### config.mk
export PLATFORM = sky130hd
export DESIGN_NAME = store_buffer
export DESIGN_NICKNAME = d
export VERILOG_FILES = /design/src/rtl/store_buffer_pkg.sv /design/src/rtl/sb_addr_match.sv /design/src/rtl/store_buffer.sv
export SDC_FILE = /design/constraint.sdc
export NUM_CORES = 1
export LEC_CHECK = 0
export ABC_AREA = 1
export ABC_CLOCK_PERIOD_IN_PS = 5100
export BUFFER_PORTS_ARGS = -buffer_cell sky130_fd_sc_hd__buf_2
export CAP_MARGIN = 15
export CORE_ASPECT_RATIO = 1.5
export CORE_MARGIN = 2
export CORE_UTILIZATION = 55
export CTS_BUF_LIST = sky130_fd_sc_hd__clkbuf_4 sky130_fd_sc_hd__clkbuf_8
export DETAILED_ROUTE_END_ITERATION = 12
export GPL_ROUTABILITY_DRIVEN = 0
export GPL_TIMING_DRIVEN = 0
export HOLD_SLACK_MARGIN = 0.03
export PLACE_DENSITY = 0.92
export SYNTH_ARGS = -nofsm -noshare
export SYNTH_HDL_FRONTEND = slang
export SYNTH_SLANG_ARGS = --single-unit
### constraint.sdc
create_clock -name clk -period 5.1 [get_ports clk]
set_input_delay 0.255 -clock clk [delete_from_list [all_inputs] [get_ports clk]]
set_output_delay 0.255 -clock clk [all_outputs]
set_load 0.03 [all_outputs]
### src/rtl/store_buffer_pkg.sv
// Shared types and constants for the store buffer.
package store_buffer_pkg;

  localparam int unsigned SB_ADDR_W = 9;
  localparam int unsigned SB_DATA_W = 32;

  localparam logic [2:0] F3_B  = 3'b000;
  localparam logic [2:0] F3_H  = 3'b001;
  localparam logic [2:0] F3_W  = 3'b010;
  localparam logic [2:0] F3_BU = 3'b100;
  localparam logic [2:0] F3_HU = 3'b101;

  // Entry field widths track the top-level defaults of DM_ADDRESS and DATA_W.
  typedef struct packed {
    logic [SB_ADDR_W-1:0] addr;
    logic [SB_DATA_W-1:0] data;
    logic [2:0]           funct3;
  } sb_entry_t;

  typedef enum logic [0:0] {SB_RUN, SB_FENCE} sb_state_e;

endpackage

### src/rtl/sb_addr_match.sv
// Parallel load-address compare against every buffered store.
// With STORE_FORWARD_EN defined it also reports the youngest matching entry.
module sb_addr_match #(
  parameter int unsigned DEPTH = 4,
  parameter int unsigned AW    = 9
) (
  input  logic [AW-1:0]                ld_addr,
  input  logic [DEPTH-1:0][AW-1:0]     entry_addrs,
  input  logic [DEPTH-1:0]             valid,
`ifdef STORE_FORWARD_EN
  input  logic [$clog2(DEPTH)-1:0]     head,
  output logic [$clog2(DEPTH)-1:0]     youngest,
`endif
  output logic [DEPTH-1:0]             hit
);

  always_comb begin
    hit = '0;
    for (int i = 0; i < DEPTH; i++) begin
      hit[i] = valid[i] && (entry_addrs[i] == ld_addr);
    end
  end

`ifdef STORE_FORWARD_EN
  localparam int unsigned PW = $clog2(DEPTH);

  // Walk from oldest to newest; the last hit seen is the youngest.
  always_comb begin
    logic [PW-1:0] idx;
    idx      = '0;
    youngest = head;
    for (int k = 0; k < DEPTH; k++) begin
      idx = head + k[PW-1:0];
      if (hit[idx]) youngest = idx;
    end
  end
`endif

endmodule

### src/rtl/store_buffer.sv
// Store buffer between MEM stage and data memory: FIFO of stores drained in load-free cycles.
// Optional load forwarding from a matching full-word store is enabled by STORE_FORWARD_EN.
module store_buffer
  import store_buffer_pkg::*;
#(
  parameter int unsigned DM_ADDRESS = SB_ADDR_W,
  parameter int unsigned DATA_W     = SB_DATA_W,
  parameter int unsigned DEPTH      = 4
) (
  input  logic                  clk,
  input  logic                  rst,
  input  logic                  st_valid,
  output logic                  st_ready,
  input  logic [DM_ADDRESS-1:0] st_addr,
  input  logic [DATA_W-1:0]     st_data,
  input  logic [2:0]            st_funct3,
  input  logic                  ld_valid,
  input  logic [DM_ADDRESS-1:0] ld_addr,
  input  logic [2:0]            ld_funct3,
  output logic                  ld_stall,
  output logic [DATA_W-1:0]     ld_data,
  input  logic                  fence_req,
  output logic                  fence_done,
  output logic                  mem_read,
  output logic                  mem_write,
  output logic [DM_ADDRESS-1:0] mem_a,
  output logic [DATA_W-1:0]     mem_wd,
  output logic [2:0]            mem_funct3,
  input  logic [DATA_W-1:0]     mem_rd
);

  localparam int unsigned PW = $clog2(DEPTH);
  localparam int unsigned CW = PW + 1;

  sb_entry_t                       entries_q [DEPTH];
  logic [DEPTH-1:0]                valid_q;
  logic [PW-1:0]                   head_q, tail_q;
  logic [CW-1:0]                   count_q, count_d;
  sb_state_e                       state_q;
  logic                            fence_done_q;

  logic [DEPTH-1:0][DM_ADDRESS-1:0] entry_addrs;
  logic [DEPTH-1:0]                hit;
  logic                            hazard, push, drain;
  sb_entry_t                       head_entry;
`ifdef STORE_FORWARD_EN
  logic [PW-1:0]                   youngest;
  logic                            fwd;
`endif

  always_comb begin
    for (int i = 0; i < DEPTH; i++) entry_addrs[i] = entries_q[i].addr;
  end

  sb_addr_match #(
    .DEPTH (DEPTH),
    .AW    (DM_ADDRESS)
  ) u_match (
    .ld_addr     (ld_addr),
    .entry_addrs (entry_addrs),
    .valid       (valid_q),
`ifdef STORE_FORWARD_EN
    .head        (head_q),
    .youngest    (youngest),
`endif
    .hit         (hit)
  );

  always_comb begin
    head_entry = entries_q[head_q];
    hazard     = ld_valid && (|hit);
    st_ready   = (state_q == SB_RUN) && (count_q < CW'(DEPTH));
    push       = st_valid && st_ready;
    mem_read   = ld_valid && !hazard;
    // A hazard implies a valid entry, so the head always exists when draining for it.
    drain      = (count_q != '0) && (!ld_valid || hazard);
    mem_write  = drain;
    ld_stall   = hazard;
    ld_data    = '0;
    mem_a      = '0;
    mem_wd     = '0;
    mem_funct3 = '0;
    if (mem_read) begin
      mem_a      = ld_addr;
      mem_funct3 = ld_funct3;
      ld_data    = mem_rd;
    end else if (drain) begin
      mem_a      = head_entry.addr;
      mem_wd     = head_entry.data;
      mem_funct3 = head_entry.funct3;
    end
`ifdef STORE_FORWARD_EN
    fwd = hazard && (ld_funct3 == F3_W) && (entries_q[youngest].funct3 == F3_W);
    if (fwd) begin
      ld_stall = 1'b0;
      ld_data  = entries_q[youngest].data;
    end
`endif
    count_d = count_q + CW'(push) - CW'(drain);
  end

  assign fence_done = fence_done_q;

  always_ff @(posedge clk) begin
    if (rst) begin
      count_q      <= '0;
      valid_q      <= '0;
      head_q       <= '0;
      tail_q       <= '0;
      state_q      <= SB_RUN;
      fence_done_q <= 1'b0;
    end else begin
      count_q <= count_d;
      if (push) begin
        entries_q[tail_q] <= '{addr: st_addr, data: st_data, funct3: st_funct3};
        valid_q[tail_q]   <= 1'b1;
        tail_q            <= tail_q + 1'b1;
      end
      if (drain) begin
        valid_q[head_q] <= 1'b0;
        head_q          <= head_q + 1'b1;
      end
      // fence_done is high exactly in the FENCE cycle that finds the buffer empty.
      case (state_q)
        SB_RUN: begin
          if (fence_req) begin
            state_q      <= SB_FENCE;
            fence_done_q <= (count_d == '0);
          end
        end
        SB_FENCE: begin
          if (count_q == '0) begin
            state_q      <= SB_RUN;
            fence_done_q <= 1'b0;
          end else begin
            fence_done_q <= (count_d == '0);
          end
        end
        default: begin
          state_q      <= SB_RUN;
          fence_done_q <= 1'b0;
        end
      endcase
    end
  end

endmodule

==> results of run 1 <==
[cell type report]
| class | count | area (sq um) |
|---|---|---|
| plain buffers | 39 | 176 |
| clock buffers | 18 | 241 |
| clock inverters | 14 | 158 |
| fillers | 1040 | 4520 |
| inverters | 85 | 319 |
| multi-input cells | 513 | 2430 |
| flip-flops and latches | 191 | 5590 |
| well taps | 199 | 249 |
| repair buffers | 220 | 1400 |
[worst min-delay path: stages]
cell and delay, ns:
buf_2 0.10, a21oi_1 0.04, nand2_1 0.06, inv_1 0.03
[worst min path at each step]
stage	slack, ns	cells past startpoint	startpoint	end
finish	0.06	4	rst	valid_q[3]
global route	0.05	4	rst	valid_q[3]
CTS	0.03	4	rst	valid_q[3]
detailed placement	0.47	1	st_data[7]	entries_q[3][10]
global placement	0.47	1	st_data[10]	entries_q[0][13]
floorplan	0.35	0	st_funct3[0]	entries_q[0][0]
[cell families (layout without fill, tap and decap cells)]
family,Yosys count,after routing
buf+inv,124,376
simple gates,333,333
compound gates,158,158
fa+ha+maj,11,11
xor+xnor,11,11
flops,191,191
[cells in the final DEF (no fill, tap or decap), types with 2 or more instances in the layout]
cell	n
buf_16	2
nand2_1	116
xor2_1	6
buf_12	2
inv_8	2
xnor2_1	5
a21oi_1	61
clkbuf_1	19
inv_2	9
o22ai_1	9
clkbuf_8	17
buf_2	181
clkinv_4	3
a32o_1	6
ha_1	10
nor2_4	4
inv_6	4
clkinv_1	2
clkinv_2	2
nor2_1	183
dfxtp_1	15
bufinv_16	2
o21ai_1	3
buf_1	8
buf_6	2
dlygate4sd3_1	44
o21ai_0	78
nor2_2	12
inv_1	75
edfxtp_1	176
nand3_1	13
[state kept, by name, indices dropped and copies added (netlist names), named ones only]
register	cells
count_q	3
entries_q	176
fence_done	1
head_q	2
state_q	1
tail_q	2
valid_q	4
[where the power goes]
group	total (mW)	switching [mW]	internal (mW)
clock network	0.997	0.544	0.453
logic	1.47	1.04	0.428
registers	1.85	0.0441	1.80
total	4.31	1.63	2.68
[what timing repair did]
item | 4_1_cts | 5_1_grt
hold endpoints to repair | 176 | 0
endpoints found under the setup margin | 0 | 0
hold buffers | 44 | 0
gates resized for setup | 0 | 0
[per-stage QoR]
stage,cell area (sq um),util,instances,power (mW)
floorplan,8480,-,828,2.81
global placement,9590,0.636,1199,3.22
detailed placement,9720,0.645,1203,3.28
CTS,10600,0.700,1279,4.29
global route,10600,0.700,1279,4.49
finish,10600,0.700,1279,4.31
[routing by layer]
metal,vias up,global-route usage,part of all wire
li1,3242,-,-
met1,3283,0.287,0.35
met2,423,0.498,0.53
met3,81,0.0610,0.081
met4,0,0.137,0.038
met5,-,0,0
==> flow_metrics.env, run 1 <==
export IMPL_worst_ir_drop_vdd_mv=0.302
export IMPL_via_per_inst=5.50
export IMPL_yosys_area_share_adder=0.0171
export IMPL_critPathBufInv=5
export IMPL_static_leakage_power_nw=4.41
export IMPL_synth_yosys_seq_area_share=0.659
export IMPL_dp_slack_ns=1.77
export IMPL_num_antenna_cells=0
export IMPL_drt_antenna_violating_nets=0
export IMPL_max_slew_margin=0.334
export IMPL_synth_area_top_cells="edfxtp_1, nor2_1, nand2_1, o21ai_0, a21oi_1"
export IMPL_synth_most_common_cell="nor2_1"
export IMPL_slew_violations=0
export IMPL_start_util=0.563
export IMPL_synth_net_count=932
export IMPL_finalWorstPathRequiredPeriod_ns=3.36
export IMPL_cts_buffers=17
export IMPL_max_cap_violations=0
export IMPL_die_x_microns=105
export IMPL_ff_latch_count_synth=191
export IMPL_synth_simple_gate_area_share=0.156
export IMPL_cts_num_sinks=191
export IMPL_dp_hpwl_mm=15.2
export IMPL_drtIter0Drc=745
export IMPL_worst_skew_pair_late_latency_ns=0.46
export IMPL_dominantRegCellSynth="edfxtp_1"
export IMPL_total_grt_usage=0.270
export IMPL_synthesized_area_divided_by_synthesized_cell_count_sq_um=10.2
export IMPL_rows=55
export IMPL_r2r_cells=14
export IMPL_rrSetupSlack_ns=1.74
export IMPL_arrival_ns=3.77
export IMPL_critPathRequiredTime_ns=5.51
export IMPL_timing_final_ws_setup_ns=1.74
export IMPL_postSynth_asyncResetShare=0
export IMPL_cellPowerDensity_nw_per_um2=409
export IMPL_fin_worst_hold_slack_ns=0.0592
export IMPL_report_final_setup_viol=0
export IMPL_critical_path_peak_fanout=10
export IMPL_crit_chain="nor3_1 > clkinv_1 > nand2_4 > buf_2 > inv_1 > ha_1 > inv_1 > ha_1 > inv_1 > fa_1 > xnor2_1 > xor2_1 > nand4_1 > a21oi_1"
export IMPL_total_number_of_vias=7029
export IMPL_grt_start_max_net_pins=31
export IMPL_core_sq_um=15100
export IMPL_clockBufferDepth=2
export IMPL_start_kind="register"
export IMPL_first_global_vias=6770
export IMPL_timing_setup_critical_path_class="reg -> reg"
export IMPL_synth_xor_area_frac=0.0114
export IMPL_cts_repair_timing_setup_buffer_count=0
export IMPL_crit_path_start="count_q[1]"
export IMPL_totalWireLength_mm=22.7
export IMPL_antenna_found_initial=0
export IMPL_synth_top_cell_area_share=0.623
export IMPL_synthDistinctLibCells=29
export IMPL_synth_top_cells_by_count="nor2_1, edfxtp_1, nand2_1, o21ai_0, inv_1"
export IMPL_layout_drive_gt1_share=0.229
export IMPL_wl_per_cell_microns=17.7
export IMPL_post_synth_instance_area_sq_um=8480
export IMPL_design_final_nets=1171
export IMPL_synth_largest_area_cell="edfxtp_1"
export IMPL_hold_viol=0
export IMPL_timing_clock_skew_ns=0.0130
export IMPL_synth_compound_area_frac=0.0984
export IMPL_drc=0
export IMPL_place_port_buffers=172
export IMPL_grt_overflow_total=0
export IMPL_die_area_sq_um=16400
export IMPL_critical_path_max_stage_delay_ns=0.39
export IMPL_drt_pass1_iterations=6
export IMPL_layout_area_overhead_vs_synth_pct=24.5
export IMPL_netlist_instances=828
export IMPL_synth_enable_flop_cells=176
export IMPL_period_share=0.659
export IMPL_reg2reg_from="count_q[1]"
export IMPL_fin_tns_setup_ns=0
export IMPL_path_delay_family="buffers and inverters"
export IMPL_die_y_microns=156
export IMPL_ys_warn_count=0
export IMPL_multiplexer_share_of_the_synthesized_area=0
export IMPL_end_kind="register"
export IMPL_highest_clock_frequency_the_design_can_meet_ghz=0.297
export IMPL_cts_root_buffer="clkbuf_8"
export IMPL_grt_first_pass_wirelength_mm=33.9
export IMPL_worst_pin_slew_ns=0.997
export IMPL_cts_reportedPaths_clkPinSlew_ns=0.10
export IMPL_h_tree_depth=4
export IMPL_largest_family_of_logic_cells_by_synthesized_area="simple AND/OR/NAND/NOR gates"
export IMPL_timing_critical_path_to="fence_done"
export IMPL_critical_path_slowest_cell="clkinv_1"
export IMPL_setup_repair_after_global_routing_missed_its_margin="no"
export IMPL_cp_depth=14
export IMPL_outcome="complete, no violations"
export IMPL_hold_path_class="in -> reg"
export IMPL_cts_tree="built"
export IMPL_cpMostUsedCell="inv_1"
export IMPL_floorplan_io_pins=174
export IMPL_r2r_end="fence_done"
Power figures use the tool's default switching activity.
==> inputs of run 2 (changes only) <==
- ABC_AREA: 1 -> 0
- ABC_CLOCK_PERIOD_IN_PS: 5100 -> 3300
- clock period: 5.1 -> 3.3 ns (I/O delays scaled with it)
==> run 2 against run 1 <==
Compared with the run above: clock power rose by 51%; cell count shrank 25%; die area fell by 1.1%; core utilization up 0.50 points; synthesized cell count decreased by 39%; first-iteration DRC count fell by 39%; non-clock buffer count up 5; count of clock-buffer cells in the layout rose by 1.
==> flow_metrics.env, run 2 <==
export IMPL_static_leakage_power_nw=3.95
export IMPL_die_y_microns=155
export IMPL_timing_setup_critical_path_class="reg -> reg"
export IMPL_hold_crit_depth=3
export IMPL_p_clk_frac=0.225
export IMPL_period_share=0.950
export IMPL_end_kind="register"
export IMPL_report_final_setup_viol=0
export IMPL_layout_common_cells="edfxtp_1, buf_2, dlygate4sd3_1"
export IMPL_place_port_buffers=164
export IMPL_rrSetupSlack_ns=0.17
export IMPL_total_grt_usage=0.246
export IMPL_highest_clock_frequency_the_design_can_meet_ghz=0.319
export IMPL_drt_pass1_iterations=4
export IMPL_synthDistinctLibCells=34
export IMPL_place_inst=870
export IMPL_synth_enable_flop_cells=176
export IMPL_fin_worst_hold_slack_ns=0.132
export IMPL_power_share_combinational=0.346
export IMPL_cts_num_sinks=191
export IMPL_start_kind="register"
export IMPL_via_per_inst=5.70
export IMPL_synthesized_area_divided_by_synthesized_cell_count_sq_um=16.7
export IMPL_ys_warn_count=0
export IMPL_rows=55
export IMPL_outcome="complete, no violations"
export IMPL_design_final_nets=847
export IMPL_synth_yosys_seq_area_share=0.666
export IMPL_switching_portion_of_total_power=0.335
export IMPL_grt_overflow_total=0
export IMPL_arrival_ns=3.53
export IMPL_largest_registers="entries_q x176, valid_q x4, count_q x3"
export IMPL_grt_met3_usage=0.0515
export IMPL_globalRoute_busiestLayer="met2"
export IMPL_synth_net_count=607
export IMPL_first_global_vias=5803
export IMPL_dp_hpwl_mm=13.2
export IMPL_cts_root_buffer="clkbuf_8"
export IMPL_drtIter0Drc=454
export IMPL_core_sq_um=15000
export IMPL_synth_top_cells_by_count="edfxtp_1, mux4_2, xnor2_1, and3_1, nor3b_1"
export IMPL_max_cap_violations=0
export IMPL_regMostFlops="entries_q"
export IMPL_fin_tns_setup_ns=0
export IMPL_r2r_end="fence_done"
export IMPL_hold_path_class="in -> reg"
export IMPL_synth_top_cell_area_share=0.630
export IMPL_h_tree_depth=4
export IMPL_cts_tree="built"
export IMPL_ff_latch_count_synth=191
export IMPL_totalWireLength_mm=19.7
export IMPL_dp_slack_ns=-0.315
export IMPL_timing_clock_skew_ns=0.0180
export IMPL_wl_per_cell_microns=20.6
export IMPL_postSynth_asyncResetShare=0
export IMPL_critical_path_peak_fanout=7
export IMPL_layout_drive_gt1_share=0.397
export IMPL_globalRouteMet2Util=0.454
export IMPL_grt_start_max_net_pins=27
export IMPL_layout_area_overhead_vs_synth_pct=26.2
export IMPL_drc=0
export IMPL_post_synth_instance_area_sq_um=8390
export IMPL_max_slew_margin=0.596
export IMPL_hold_path_start="rst"
export IMPL_r2r_cells=16
export IMPL_clockBufferDepth=2
export IMPL_grtUsageMet1=0.271
export IMPL_worst_skew_pair_late_latency_ns=0.45
export IMPL_layout_commonest_cell="edfxtp_1"
export IMPL_holdPathEnd="head_q[0]"
export IMPL_hold_viol=0
export IMPL_largest_register_ffs=176
export IMPL_netlist_instances=503
export IMPL_dominantRegCellSynth="edfxtp_1"
export IMPL_final_cells=956
export IMPL_critPathRequiredTime_ns=3.69
export IMPL_grt_first_pass_wirelength_mm=30.2
export IMPL_timing_final_ws_setup_ns=0.166
export IMPL_slew_violations=0
export IMPL_die_x_microns=105
export IMPL_finalWorstPathRequiredPeriod_ns=3.13
export IMPL_post_route_util=0.705
export IMPL_antenna_found_initial=1
export IMPL_drt_antenna_violating_nets=0
export IMPL_floorplan_io_pins=174
export IMPL_seq_power_share=0.428
export IMPL_reg2reg_from="entries_q[1][43]"
export IMPL_synth_most_common_cell="edfxtp_1"
export IMPL_cellPowerDensity_nw_per_um2=632
export IMPL_internal_power_mw=4.44
export IMPL_reported_net_switching_power_mw=2.24
export IMPL_worst_pin_slew_ns=0.606
export IMPL_total_number_of_vias=5450
export IMPL_die_area_sq_um=16300
export IMPL_setup_repair_after_global_routing_missed_its_margin="yes"
export IMPL_cts_reportedPaths_clkPinSlew_ns=0.11
export IMPL_cts_buffers=17
export IMPL_synth_area_top_cells="edfxtp_1, mux4_2, xnor2_1, dfxtp_1, nor3b_1"
export IMPL_start_util=0.559
export IMPL_synth_largest_area_cell="edfxtp_1"
export IMPL_worst_ir_drop_vdd_mv=0.456
-- run 2: stage by stage --
| step | instance area (sq um) | power, mW |
|---|---|---|
| 2_1_floorplan | 8390 | 4.50 |
| 3_3_place_gp | 9460 | 5.04 |
| 3_5_place_dp | 9540 | 5.12 |
| 4_1_cts | 10500 | 6.67 |
| 5_1_grt | 10600 | 6.98 |
| 6_report | 10600 | 6.69 |
-- run 2: cells by family after synthesis --
group | after synthesis | synth area share
AO/OA/AOI/OAI | 26 | 0.0183
adder cells (fa/ha/maj) | 11 | 0.0173
flip-flops | 191 | 0.666
XOR/XNOR | 39 | 0.0407
AND/OR/NAND/NOR | 137 | 0.103
multiplexers | 44 | 0.118
buffers and inverters | 55 | 0.0363
-- run 2: power groups by stage --
stage | registers (mW) | logic (mW) | clock network [mW]
after floorplan | 2.91 | 1.60 | 0
after global placement | 2.91 | 2.13 | 0
after detailed placement | 2.92 | 2.20 | 0
after CTS | 2.86 | 2.28 | 1.53
after global routing | 2.88 | 2.48 | 1.62
final | 2.86 | 2.32 | 1.51
-- run 2: layout make-up --
type | count | area, sq um
flip-flops and latches | 191 | 5590
fillers | 955 | 4420
multi-input cells | 257 | 2610
repair buffers | 223 | 1430
plain buffers | 41 | 267
clock buffers | 19 | 249
well taps | 199 | 249
clock inverters | 13 | 150
inverters | 12 | 45.0
diodes | 1 | 2.50
-- run 2: metal layers --
layer	vias to the layer above	wire, microns
li1	2431	-
met1	2689	6960
met2	276	10600
met3	54	1380
met4	0	727
met5	-	0
-- run 2: how the worst max path moves through the flow --
stage,from,endpoint,cells past startpoint,slack [ns]
6_report,entries_q[1][43],fence_done,16,0.17
5_1_grt,entries_q[3][43],fence_done,16,-0.002
4_1_cts,entries_q[1][43],fence_done,16,0.05
3_5_place_dp,count_q[1],fence_done,14,-0.31
3_3_place_gp,count_q[1],fence_done,14,-0.19
2_1_floorplan,entries_q[0][39],fence_done,17,0.07
-- run 2: critical path, cell delays in order, from the launching register on --
cell and delay (ns):
edfxtp_1 0.43, xnor2_1 0.20, nand4_1 0.15, nor3_2 0.36, nor4_4 0.09, and2_4 0.16, buf_12 0.13, nor2_4 0.11
ha_4 0.21, inv_2 0.06, ha_4 0.12, inv_2 0.03, fa_2 0.35, xor2_1 0.16, xnor2_1 0.21, nand4b_1 0.14
a21oi_2 0.14
-- run 2: timing repair --
action,in CTS,in global routing
resized for setup,8,17
setup buffers,4,6
hold endpoints to repair,177,0
hold buffers,45,0
setup endpoints to repair,2,2
pin swaps,10,13
==> inputs of run 3 (changes only) <==
- SYNTH_HIERARCHICAL: unset -> 1
==> run 3 against run 2 <==
Compared with the run above: worst setup slack worse by 0.012 ns; area after synthesis decreased by 2.5%; non-clock buffer count decreased by 2; sequential power barely moved; core utilization grew 0.78 points; global-route usage decreased by 0.93 points; fmax decreased by 0.39%; largest cell class unchanged.
==> flow_metrics.env, run 3 <==
export IMPL_r2r_cells=16
export IMPL_synthesized_area_divided_by_synthesized_cell_count_sq_um=17.7
export IMPL_wl_per_cell_microns=20.2
export IMPL_reg2reg_from="entries_q[0][42]"
export IMPL_drtIter0Drc=363
export IMPL_drc=0
export IMPL_rows=54
export IMPL_place_inst=833
export IMPL_ff_latch_count_synth=191
export IMPL_crit_chain="xnor2_1 > nand4_1 > nor3_2 > nor4_4 > a21o_1 > buf_8 > clkinv_8 > ha_1 > inv_1 > ha_1 > inv_1 > fa_1 > xor2_1 > xnor2_1 > o2111ai_1 > a21oi_1"
export IMPL_first_global_vias=5438
export IMPL_critPathRequiredTime_ns=3.69
export IMPL_seq_power_share=0.446
export IMPL_synth_top_cell_area_share=0.647
export IMPL_max_cap_violations=0
export IMPL_fin_tns_setup_ns=0
export IMPL_path_delay_family="adder cells"
export IMPL_hold_path_start="rst"
export IMPL_report_final_setup_viol=0
export IMPL_switching_portion_of_total_power=0.320
export IMPL_dp_slack_ns=-0.145
export IMPL_fin_worst_hold_slack_ns=0.0827
export IMPL_p_total_mw=6.40
export IMPL_h_tree_depth=4
export IMPL_cts_root_buffer="clkbuf_8"
export IMPL_critical_path_max_stage_delay_ns=0.45
export IMPL_p_clk_frac=0.249
export IMPL_start_util=0.563
export IMPL_slew_violations=0
export IMPL_timing_setup_critical_path_class="reg -> reg"
export IMPL_grt_first_pass_wirelength_mm=28.3
export IMPL_post_synth_instance_area_sq_um=8170
export IMPL_synth_yosys_seq_area_share=0.683
export IMPL_floorplan_io_pins=174
export IMPL_worst_ir_drop_vdd_mv=0.404
export IMPL_hold_path_class="in -> reg"
export IMPL_highest_clock_frequency_the_design_can_meet_ghz=0.318
export IMPL_outcome="complete, no violations"
export IMPL_cellPowerDensity_nw_per_um2=618
export IMPL_grt_start_max_net_pins=28
export IMPL_regMostFlops="entries_q"
export IMPL_synth_area_top_cells="edfxtp_1, mux4_2, xnor2_1, dfxtp_1, nor2b_1"
export IMPL_grt_overflow_total=0
export IMPL_rrSetupSlack_ns=0.15
export IMPL_static_leakage_power_nw=3.87
export IMPL_synth_net_count=565
export IMPL_largest_register_ffs=176
export IMPL_hold_crit_depth=2
export IMPL_ys_warn_count=6
export IMPL_largest_registers="entries_q x176, valid_q x4, count_q x3"
export IMPL_timing_clock_skew_ns=0.0208
export IMPL_dominantRegCellSynth="edfxtp_1"
export IMPL_totalWireLength_mm=18.6
export IMPL_layout_common_cells="buf_2, edfxtp_1, dlygate4sd3_1"
export IMPL_critical_path_peak_fanout=5
export IMPL_final_cells=918
export IMPL_die_area_sq_um=15900
export IMPL_finalWorstPathRequiredPeriod_ns=3.15
export IMPL_layout_drive_gt1_share=0.411
export IMPL_cts_num_sinks=191
export IMPL_design_final_nets=812
export IMPL_cts_tree="built"
export IMPL_cts_buffers=17
export IMPL_post_route_util=0.713
export IMPL_reported_net_switching_power_mw=2.05
export IMPL_core_sq_um=14500
export IMPL_total_number_of_vias=5060
export IMPL_fin_area_sq_um=10400
export IMPL_r2r_end="fence_done"
export IMPL_critPathBufInv=4
export IMPL_max_slew_margin=0.480
export IMPL_place_port_buffers=172
export IMPL_layout_commonest_cell="buf_2"
export IMPL_period_share=0.953
export IMPL_total_grt_usage=0.236
export IMPL_synthDistinctLibCells=34
export IMPL_internal_power_mw=4.35
export IMPL_dpl_cell_area_sq_um=9390
export IMPL_via_per_inst=5.51
export IMPL_antenna_found_initial=1
export IMPL_synth_top_cells_by_count="edfxtp_1, mux4_2, xnor2_1, nor2b_1, and3_1"
export IMPL_power_share_combinational=0.306
export IMPL_die_y_microns=153
export IMPL_clockBufferDepth=2
export IMPL_postSynth_asyncResetShare=0
export IMPL_synth_most_common_cell="edfxtp_1"
export IMPL_end_kind="register"
export IMPL_cts_reportedPaths_clkPinSlew_ns=0.11
export IMPL_worst_pin_slew_ns=0.780
export IMPL_dp_hpwl_mm=12.1
export IMPL_drt_antenna_violating_nets=0
export IMPL_hold_viol=0
export IMPL_critical_path_slowest_cell="edfxtp_1"
export IMPL_drt_pass1_iterations=5
export IMPL_arrival_ns=3.53
export IMPL_synth_enable_flop_cells=176
export IMPL_start_kind="register"
export IMPL_fillers=892
export IMPL_timing_final_ws_setup_ns=0.154
export IMPL_synth_largest_area_cell="edfxtp_1"
export IMPL_die_x_microns=104
export IMPL_worst_skew_pair_late_latency_ns=0.45
export IMPL_netlist_instances=461
export IMPL_layout_area_overhead_vs_synth_pct=26.8
==> run 3: cell types whose count changed in the layout (fill, tap and decap cells not counted), moves of 8 or more <==
cell	before	now
nand3_1	15	0
nor3b_1	32	1
o21ai_0	12	0
nand2b_1	12	0
clkbuf_1	17	9
nor2b_1	1	35
a22o_1	0	12
==> run 3: worst max-delay path by stage <==
stage | start | endpoint | slack [ns] | depth (start not counted)
finish | entries_q[0][42] | fence_done | 0.15 | 16
global route | entries_q[0][42] | fence_done | -0.05 | 16
CTS | entries_q[2][43] | fence_done | 0.004 | 17
detailed placement | ld_addr[8] | fence_done | -0.14 | 19
global placement | count_q[2] | entries_q[2][10] | -1.36 | 4
floorplan | count_q[2] | entries_q[0][0] | 0.09 | 4
==> run 3: power groups by stage <==
stage          clock network [mW]  registers [mW]  logic (mW)
6_report                     1.59            2.85        1.96
5_1_grt                      1.71            2.87        2.08
4_1_cts                      1.61            2.85        1.93
3_5_place_dp                    0            2.91        1.86
3_3_place_gp                    0            2.90        1.79
2_1_floorplan                   0            2.90        1.35
==> run 3: cell type report <==
class	instances	area, sq um	share of cell area
flip-flops and latches	191	5590	0.539
inverters	9	46.3	0.00447
repair buffers	229	1450	0.140
multi-input cells	227	2380	0.230
plain buffers	33	216	0.0209
clock buffers	17	234	0.0226
diodes	1	2.50	0.000242
clock inverters	15	199	0.0192
well taps	196	245	0.0237
==> run 3: routing by layer <==
metal	global-route usage	up-vias	share of wire
li1	-	2278	-
met1	0.256	2525	0.36
met2	0.438	219	0.56
met3	0.0469	38	0.053
met4	0.118	0	0.031
met5	0	-	0
==> run 3: logic make-up (layout without fill, tap and decap cells) <==
family	count (synthesis)	after routing	synth area share
simple gates	106	106	0.0778
mux	45	45	0.122
other cells	0	1	0
xor+xnor	40	40	0.0438
flops	191	191	0.683
fa+ha+maj	11	11	0.0178
buf+inv	43	303	0.0315
compound gates	25	25	0.0234
==> run 3: what timing repair did <==
action | in CTS | in global routing
resized for setup | 4 | 4
pin swaps | 6 | 9
setup buffers | 3 | 5
hold buffers | 45 | 0
setup endpoints to repair | 2 | 2
hold endpoints to repair | 177 | 0
